==> src/rtl/control_pkg.sv <==
// control_pkg: shared FSM states, opcode encodings and ALU op constants for the multicycle controller.
package control_pkg;
  typedef enum logic [2:0] {
    S_IDLE, S_FETCH, S_DECODE, S_EXECUTE, S_MEM, S_WRITEBACK
`ifdef CONTROL_TIMEOUT_EN
    , S_FAULT
`endif
  } state_t;
  typedef enum logic [2:0] {C_ALU, C_LW, C_SW, C_NOP, C_ILL} op_class_t;
  localparam logic [3:0] OP_ADD  = 4'b0000;
  localparam logic [3:0] OP_ADDI = 4'b0001;
  localparam logic [3:0] OP_SUB  = 4'b0010;
  localparam logic [3:0] OP_AND  = 4'b0011;
  localparam logic [3:0] OP_OR   = 4'b0100;
  localparam logic [3:0] OP_LW   = 4'b1000;
  localparam logic [3:0] OP_SW   = 4'b1001;
  localparam logic [3:0] OP_NOP  = 4'b1111;
  localparam logic [4:0] ALU_AND = 5'b00000;
  localparam logic [4:0] ALU_OR  = 5'b00001;
  localparam logic [4:0] ALU_ADD = 5'b00010;
  localparam logic [4:0] ALU_SUB = 5'b01110;
endpackage

==> src/rtl/multicycle_control_if.sv <==
// multicycle_control_if: opcode/memory-ready inputs and datapath control outputs of the controller.
interface multicycle_control_if #(parameter int OPCODE_W = 4, parameter int ALUOP_W = 5);
  logic [OPCODE_W-1:0] opcode;
  logic mem_ready;
  logic ctl_pcwrite, ctl_irwrite, ctl_iord, ctl_alusrc;
  logic [ALUOP_W-1:0] ctl_aluop;
  logic ctl_regdst, ctl_memtoreg, ctl_memread, ctl_memwrite, ctl_regwrite;
  logic ctl_illegal, ctl_fault;
  modport master (
    input  opcode, mem_ready,
    output ctl_pcwrite, ctl_irwrite, ctl_iord, ctl_alusrc, ctl_aluop, ctl_regdst,
           ctl_memtoreg, ctl_memread, ctl_memwrite, ctl_regwrite, ctl_illegal, ctl_fault
  );
  modport slave (
    output opcode, mem_ready,
    input  ctl_pcwrite, ctl_irwrite, ctl_iord, ctl_alusrc, ctl_aluop, ctl_regdst,
           ctl_memtoreg, ctl_memread, ctl_memwrite, ctl_regwrite, ctl_illegal, ctl_fault
  );
endinterface

==> src/rtl/control_decode.sv <==
// control_decode: combinational opcode classification and per-opcode ALU/writeback selects.
module control_decode import control_pkg::*; #(
  parameter int OPCODE_W = 4,
  parameter int ALUOP_W  = 5
) (
  input  logic [OPCODE_W-1:0] op,
  output op_class_t           cls,
  output logic                alusrc,
  output logic [ALUOP_W-1:0]  aluop,
  output logic                regdst,
  output logic                memtoreg
);
  logic hi_bad;
  logic [4:0] aop;
  // any set bit above the 4-bit opcode field makes the instruction illegal
  assign hi_bad = (op >> 4) != '0;
  assign aluop = ALUOP_W'(aop);
  always_comb begin
    cls = C_ILL;
    alusrc = 1'b0;
    aop = ALU_AND;
    regdst = 1'b0;
    memtoreg = 1'b0;
    if (!hi_bad)
      case (op[3:0])
        OP_ADD:  begin cls = C_ALU; aop = ALU_ADD; regdst = 1'b1; end
        OP_ADDI: begin cls = C_ALU; aop = ALU_ADD; alusrc = 1'b1; end
        OP_SUB:  begin cls = C_ALU; aop = ALU_SUB; regdst = 1'b1; end
        OP_AND:  begin cls = C_ALU; aop = ALU_AND; regdst = 1'b1; end
        OP_OR:   begin cls = C_ALU; aop = ALU_OR;  regdst = 1'b1; end
        OP_LW:   begin cls = C_LW;  aop = ALU_ADD; alusrc = 1'b1; memtoreg = 1'b1; end
        OP_SW:   begin cls = C_SW;  aop = ALU_ADD; alusrc = 1'b1; end
        OP_NOP:  cls = C_NOP;
        default: cls = C_ILL;
      endcase
  end
endmodule

==> src/rtl/multicycle_control.sv <==
// multicycle_control: fetch/decode/execute/mem/writeback sequencer; CONTROL_TIMEOUT_EN adds a memory-wait timeout FAULT state.
module multicycle_control import control_pkg::*; #(
  parameter int OPCODE_W = 4,
  parameter int ALUOP_W  = 5
`ifdef CONTROL_TIMEOUT_EN
  , parameter int MEM_TIMEOUT = 15
`endif
) (
  input logic clk,
  input logic rst,
  multicycle_control_if.master bus
);
  state_t state_q, state_d;
  logic [OPCODE_W-1:0] op_q, op_d;
  op_class_t cls;
  logic alusrc, regdst, memtoreg;
  logic [ALUOP_W-1:0] aluop;
  // decoding the live opcode in DECODE lets the illegal pulse and branch use it before it is latched
  assign op_d = state_q == S_DECODE ? bus.opcode : op_q;
  control_decode #(.OPCODE_W(OPCODE_W), .ALUOP_W(ALUOP_W)) u_decode (
    .op(op_d), .cls(cls), .alusrc(alusrc), .aluop(aluop), .regdst(regdst), .memtoreg(memtoreg)
  );
`ifdef CONTROL_TIMEOUT_EN
  localparam int CNT_W = $clog2(MEM_TIMEOUT + 1);
  logic [CNT_W-1:0] cnt_q, cnt_d;
  logic wait_st;
  assign wait_st = (state_q == S_FETCH || state_q == S_MEM) && !bus.mem_ready;
`endif
  always_comb begin
    state_d = state_q;
    bus.ctl_pcwrite = 1'b0;
    bus.ctl_irwrite = 1'b0;
    bus.ctl_iord = 1'b0;
    bus.ctl_alusrc = 1'b0;
    bus.ctl_aluop = '0;
    bus.ctl_regdst = 1'b0;
    bus.ctl_memtoreg = 1'b0;
    bus.ctl_memread = 1'b0;
    bus.ctl_memwrite = 1'b0;
    bus.ctl_regwrite = 1'b0;
    bus.ctl_illegal = 1'b0;
    bus.ctl_fault = 1'b0;
    case (state_q)
      S_IDLE: state_d = S_FETCH;
      S_FETCH: begin
        bus.ctl_memread = 1'b1;
        bus.ctl_pcwrite = bus.mem_ready;
        bus.ctl_irwrite = bus.mem_ready;
        state_d = bus.mem_ready ? S_DECODE : S_FETCH;
      end
      S_DECODE: begin
        bus.ctl_illegal = cls == C_ILL;
        state_d = (cls == C_NOP || cls == C_ILL) ? S_FETCH : S_EXECUTE;
      end
      S_EXECUTE: begin
        bus.ctl_alusrc = alusrc;
        bus.ctl_aluop = aluop;
        state_d = (cls == C_LW || cls == C_SW) ? S_MEM : S_WRITEBACK;
      end
      S_MEM: begin
        bus.ctl_iord = 1'b1;
        bus.ctl_alusrc = 1'b1;
        bus.ctl_aluop = ALUOP_W'(ALU_ADD);
        bus.ctl_memread = cls == C_LW;
        bus.ctl_memwrite = cls == C_SW;
        state_d = !bus.mem_ready ? S_MEM : cls == C_LW ? S_WRITEBACK : S_FETCH;
      end
      S_WRITEBACK: begin
        bus.ctl_regwrite = 1'b1;
        bus.ctl_regdst = regdst;
        bus.ctl_memtoreg = memtoreg;
        bus.ctl_alusrc = alusrc;
        bus.ctl_aluop = aluop;
        state_d = S_FETCH;
      end
`ifdef CONTROL_TIMEOUT_EN
      S_FAULT: bus.ctl_fault = 1'b1;
`endif
      default: state_d = S_IDLE;
    endcase
`ifdef CONTROL_TIMEOUT_EN
    cnt_d = wait_st ? cnt_q + 1'b1 : '0;
    if (wait_st && cnt_q == CNT_W'(MEM_TIMEOUT)) state_d = S_FAULT;
`endif
  end
  always_ff @(posedge clk or posedge rst)
    if (rst) begin
      state_q <= S_IDLE;
      op_q <= '0;
`ifdef CONTROL_TIMEOUT_EN
      cnt_q <= '0;
`endif
    end else begin
      state_q <= state_d;
      op_q <= op_d;
`ifdef CONTROL_TIMEOUT_EN
      cnt_q <= cnt_d;
`endif
    end
endmodule

==> src/flat_wrapper.sv <==
// flat-port wrapper written by rule: the top's interface ports become plain ports
module multicycle_control_flat import control_pkg::*;
#(
  parameter int OPCODE_W = 4,
  parameter int ALUOP_W  = 5

)
  (clk, rst, bus_opcode, bus_mem_ready, bus_ctl_pcwrite, bus_ctl_irwrite, bus_ctl_iord, bus_ctl_alusrc, bus_ctl_aluop, bus_ctl_regdst, bus_ctl_memtoreg, bus_ctl_memread, bus_ctl_memwrite, bus_ctl_regwrite, bus_ctl_illegal, bus_ctl_fault);
  multicycle_control_if #(.OPCODE_W(OPCODE_W), .ALUOP_W(ALUOP_W)) bus_i ();
  input logic clk;
  input logic rst;
  input wire logic [$bits(bus_i.opcode)-1:0] bus_opcode;
  input wire logic [$bits(bus_i.mem_ready)-1:0] bus_mem_ready;
  output wire logic [$bits(bus_i.ctl_pcwrite)-1:0] bus_ctl_pcwrite;
  output wire logic [$bits(bus_i.ctl_irwrite)-1:0] bus_ctl_irwrite;
  output wire logic [$bits(bus_i.ctl_iord)-1:0] bus_ctl_iord;
  output wire logic [$bits(bus_i.ctl_alusrc)-1:0] bus_ctl_alusrc;
  output wire logic [$bits(bus_i.ctl_aluop)-1:0] bus_ctl_aluop;
  output wire logic [$bits(bus_i.ctl_regdst)-1:0] bus_ctl_regdst;
  output wire logic [$bits(bus_i.ctl_memtoreg)-1:0] bus_ctl_memtoreg;
  output wire logic [$bits(bus_i.ctl_memread)-1:0] bus_ctl_memread;
  output wire logic [$bits(bus_i.ctl_memwrite)-1:0] bus_ctl_memwrite;
  output wire logic [$bits(bus_i.ctl_regwrite)-1:0] bus_ctl_regwrite;
  output wire logic [$bits(bus_i.ctl_illegal)-1:0] bus_ctl_illegal;
  output wire logic [$bits(bus_i.ctl_fault)-1:0] bus_ctl_fault;
  assign bus_i.opcode = bus_opcode;
  assign bus_i.mem_ready = bus_mem_ready;
  assign bus_ctl_pcwrite = bus_i.ctl_pcwrite;
  assign bus_ctl_irwrite = bus_i.ctl_irwrite;
  assign bus_ctl_iord = bus_i.ctl_iord;
  assign bus_ctl_alusrc = bus_i.ctl_alusrc;
  assign bus_ctl_aluop = bus_i.ctl_aluop;
  assign bus_ctl_regdst = bus_i.ctl_regdst;
  assign bus_ctl_memtoreg = bus_i.ctl_memtoreg;
  assign bus_ctl_memread = bus_i.ctl_memread;
  assign bus_ctl_memwrite = bus_i.ctl_memwrite;
  assign bus_ctl_regwrite = bus_i.ctl_regwrite;
  assign bus_ctl_illegal = bus_i.ctl_illegal;
  assign bus_ctl_fault = bus_i.ctl_fault;
  multicycle_control #(.OPCODE_W(OPCODE_W), .ALUOP_W(ALUOP_W)) u_core (.clk(clk), .rst(rst), .bus(bus_i));
endmodule
==> config.mk <==
export PLATFORM = sky130hd
export DESIGN_NAME = multicycle_control_flat
export DESIGN_NICKNAME = d
export VERILOG_FILES = /design/src/rtl/control_pkg.sv /design/src/rtl/multicycle_control_if.sv /design/src/rtl/control_decode.sv /design/src/rtl/multicycle_control.sv /design/src/flat_wrapper.sv
export SDC_FILE = /design/constraint.sdc
export NUM_CORES = 1
export LEC_CHECK = 0
export CAP_MARGIN = 20
export CORE_MARGIN = 1.5
export CORE_UTILIZATION = 36
export CTS_BUF_LIST = sky130_fd_sc_hd__clkbuf_4 sky130_fd_sc_hd__clkbuf_8 sky130_fd_sc_hd__clkbuf_16
export DETAILED_ROUTE_END_ITERATION = 10
export GPL_TIMING_DRIVEN = 0
export PLACE_DENSITY = 0.71
export RECOVER_POWER = 100
export SLEW_MARGIN = 20
export SYNTH_ARGS = -nofsm -noshare
export SYNTH_HDL_FRONTEND = slang
export SYNTH_SLANG_ARGS = --single-unit
export TNS_END_PERCENT = 20
==> constraint.sdc <==
create_clock -name clk -period 1.5 [get_ports clk]
set_clock_uncertainty 0.05 [all_clocks]
set_input_delay 0.3 -clock clk [delete_from_list [all_inputs] [get_ports clk]]
set_output_delay 0.3 -clock clk [all_outputs]
set_load 0.005 [all_outputs]
==> flow_summary.json <==
{
  "drive_above_1_share": 0.6250,
  "required_ns": 1.15,
  "yosysSeqAreaShare": 0.3349,
  "crit_path_start_kind": "flip-flop",
  "routed_via_density": 5.286,
  "violations": "setup timing",
  "hpwl_um": 896.3,
  "cts_tree": "done",
  "grt_use_total": 0.2166,
  "finalSetupViolCount": 17,
  "drtIter0Drc": 7,
  "ys.flop_type": "dfrtp_1",
  "die_x_um": 41.12,
  "routed_wl_mm": 1.764,
  "final_cells": 119,
  "avgSynthCellArea_sq_um": 8.864,
  "synthArstFlopShare": 1.000,
  "placementRows": 13,
  "num_vias": 629,
  "ctsHoldBuffers": 0,
  "maxCapViolations": 0,
  "clock.fmax_mhz": 494.8,
  "rsz0062_at_grt": "yes",
  "endpoint_kind": "primary output",
  "synth-seq-cells": 7,
  "hp-class": "in2async",
  "fillerInstances": 98,
  "root_buffer": "clkbuf_4",
  "p_clk_frac": 0.104,
  "drc": 0,
  "drt_first_pass_iters": 4,
  "status": "finished, violations left",
  "syn_inst": 59,
  "p_int_mw": 1.107,
  "setup_tns_ns": -5.296,
  "cts_max_level": 1,
  "grt_pass1_vias": 543,
  "synth_edf_count": 0,
  "min_period_over_period": 1.347,
  "insertion_delay_ns": 0.24,
  "clockBufferDepth": 2,
  "hold_violations": 0,
  "power_density_nw_per_um2": 1842,
  "wl_per_cell_um": 14.82,
  "ir_worst_vdd_mv": 0.8791,
  "arrival_ns": 1.67,
  "ys_top_cells_by_area": "dfrtp_1 33%, mux2_2 6.5%, buf_4 5.7%",
  "ant_nets": 0,
  "pre_cts_slack_ns": -0.6431,
  "critical_path.max_fanout": 6,
  "diodes": 0,
  "finalPower_mw": 1.788,
  "io_pins": 23,
  "synth_top_cell_area_share": 0.3349,
  "critPathKind": "reg2out",
  "die_height_um": 41.12,
  "design.die.area_sq_um": 1690,
  "place.gp.congestion": 0.6875,
  "synth_top_area_cell": "dfrtp_1",
  "start_util": 0.3921,
  "syn_to_final_growth_pct": 85.65,
  "netSwitchingPower_uw": 681.3,
  "ys_types": 31,
  "clock_sinks": 7,
  "timing.final.crit_period_ns": 2.021,
  "seqPwrFrac": 0.217,
  "comb_power_share": 0.679,
  "yosys_warnings": 0,
  "syn_area_sq_um": 523.0,
  "placedCellCount": 95,
  "io_buffers": 20,
  "finalNetCount": 112,
  "leakage_nw": 0.4684,
  "grt.overflow.total": 0,
  "grt_first_pass_wirelength_mm": 2.339,
  "antenna_found_initial": 0,
  "maxSlewViolCount": 0,
  "setup_ws_ns": -0.5209,
  "core-area_sq_um": 1334,
  "clk_pin_slew_ns": 0.05,
  "p_sw_frac": 0.3810,
  "grt_max_degree": 10,
  "numCtsBuffers": 3
}
## per-layer routing
| layer | global-route usage | routed length, um | part of all wire | vias up |
|---|---|---|---|---|
| met5 | 0 | 0 | 0 | - |
| met4 | 0.1613 | 53 | 0.030 | 0 |
| met3 | 0.02174 | 80 | 0.045 | 8 |
| met2 | 0.3711 | 883 | 0.50 | 25 |
| met1 | 0.2442 | 747 | 0.42 | 298 |
| li1 | - | - | - | 298 |
## stage by stage
stage / hold slack (ns) / utilization / area, sq um
after floorplan: 0.05340 / - / 546.8
after global placement: 0.5059 / 0.5741 / 765.7
after detailed placement: 0.5062 / 0.5741 / 765.7
after CTS: 0.2394 / 0.7101 / 947.2
after global routing: 0.3996 / 0.7280 / 970.9
final: 0.3769 / 0.7280 / 970.9
## Yosys cell counts, types with 2 or more instances
cell,n
buf_4,4
nand2_1,5
o21ai_0,3
mux2_2,3
nand3_1,2
nor2b_1,3
nor3_1,3
inv_1,4
dfrtp_1,7
a21oi_1,2
nor2_1,3
## worst paths after layout
check                                                  from  slack, ns  depth (start not counted)                           to
min in group clk                   u_core.op_q[3]$_DFF_PP0_       0.59                          1     u_core.op_q[3]$_DFF_PP0_
worst min register to register     u_core.op_q[3]$_DFF_PP0_       0.59                          1     u_core.op_q[3]$_DFF_PP0_
max in group asynchronous                               rst       0.78                          2     u_core.op_q[1]$_DFF_PP0_
worst min-delay path                                    rst       0.38                          2  u_core.state_q[1]$_DFF_PP0_
worst max register to register     u_core.op_q[1]$_DFF_PP0_      -0.02                          5  u_core.state_q[2]$_DFF_PP0_
worst max-delay path            u_core.state_q[0]$_DFF_PP0_      -0.52                          3                 bus_ctl_iord
## state kept, by name (all words and copies together), names as in the netlist
name and flops:
u_core.op_q 4, u_core.state_q 3
## logic make-up (layout without fill, tap and decap cells)
logic type      after synthesis  in the layout  synth area share
xor+xnor                      1              1           0.01675
flops                         7              7            0.3349
buf+inv                       9             53           0.09568
other cells                   1              2          0.007170
mux                           3              3           0.06459
compound gates               11             11            0.1603
simple gates                 27             27            0.3206
## power groups by stage
stage          combinational, mW  clock, mW  sequential [mW]
3_5_place_dp               0.726          0            0.428
5_1_grt                     1.30      0.202            0.396
4_1_cts                     1.09      0.193            0.388
3_3_place_gp               0.722          0            0.421
2_1_floorplan              0.469          0            0.387
6_report                    1.21      0.185            0.388
## cell type report
class                      count  area (sq um)  area share
tap                           15         18.77     0.01933
clock buffer                   4         30.03     0.03093
timing repair buffer          40         322.8      0.3325
buffer                         5         41.29     0.04253
sequential                     7         181.4      0.1869
inverter                       4         15.01     0.01546
multi-input combinational     44         361.6      0.3724
## repair_timing
item                       4_1_cts  5_1_grt
setup buffers                   18        2
cloned                           0        0
pin swaps                       10        3
hold endpoints to repair         0        0
setup endpoints to repair       14       15
resized for setup               55       11
## cells in the final DEF, fill, tap and decap left out, drive strengths merged
cell / Yosys / layout
o22ai: 1 / 1
nand3: 2 / 2
a22o: 1 / 1
buf: 5 / 33
nor2b: 3 / 3
xor2: 1 / 1
and2b: 1 / 1
dlygate4sd3: 0 / 1
a2111oi: 1 / 1
clkdlybuf4s15: 0 / 2
nand4: 1 / 1
a21oi: 2 / 2
o32ai: 1 / 1
nand2: 5 / 5
nand2b: 1 / 1
and4bb: 1 / 1
o211a: 1 / 1
dlygate4sd2: 0 / 1
clkdlybuf4s50: 0 / 6
o21ba: 1 / 1
clkbuf: 0 / 6
conb: 1 / 2
dfrtp: 7 / 7
inv: 4 / 4
nor2: 4 / 4
mux2: 3 / 3
nand3b: 1 / 1
or3: 1 / 1
or4b: 1 / 1
nor3: 3 / 3
o21ai: 3 / 3
nor3b: 2 / 2
nor4: 1 / 1
## worst max-delay path, cell delays in order, from the launching register on
cell and delay (ns):
dfrtp_2 0.44, nand2b_1 0.28, nor2_1 0.19, clkdlybuf4s50_1 0.52
Power figures use the tool's default switching activity.
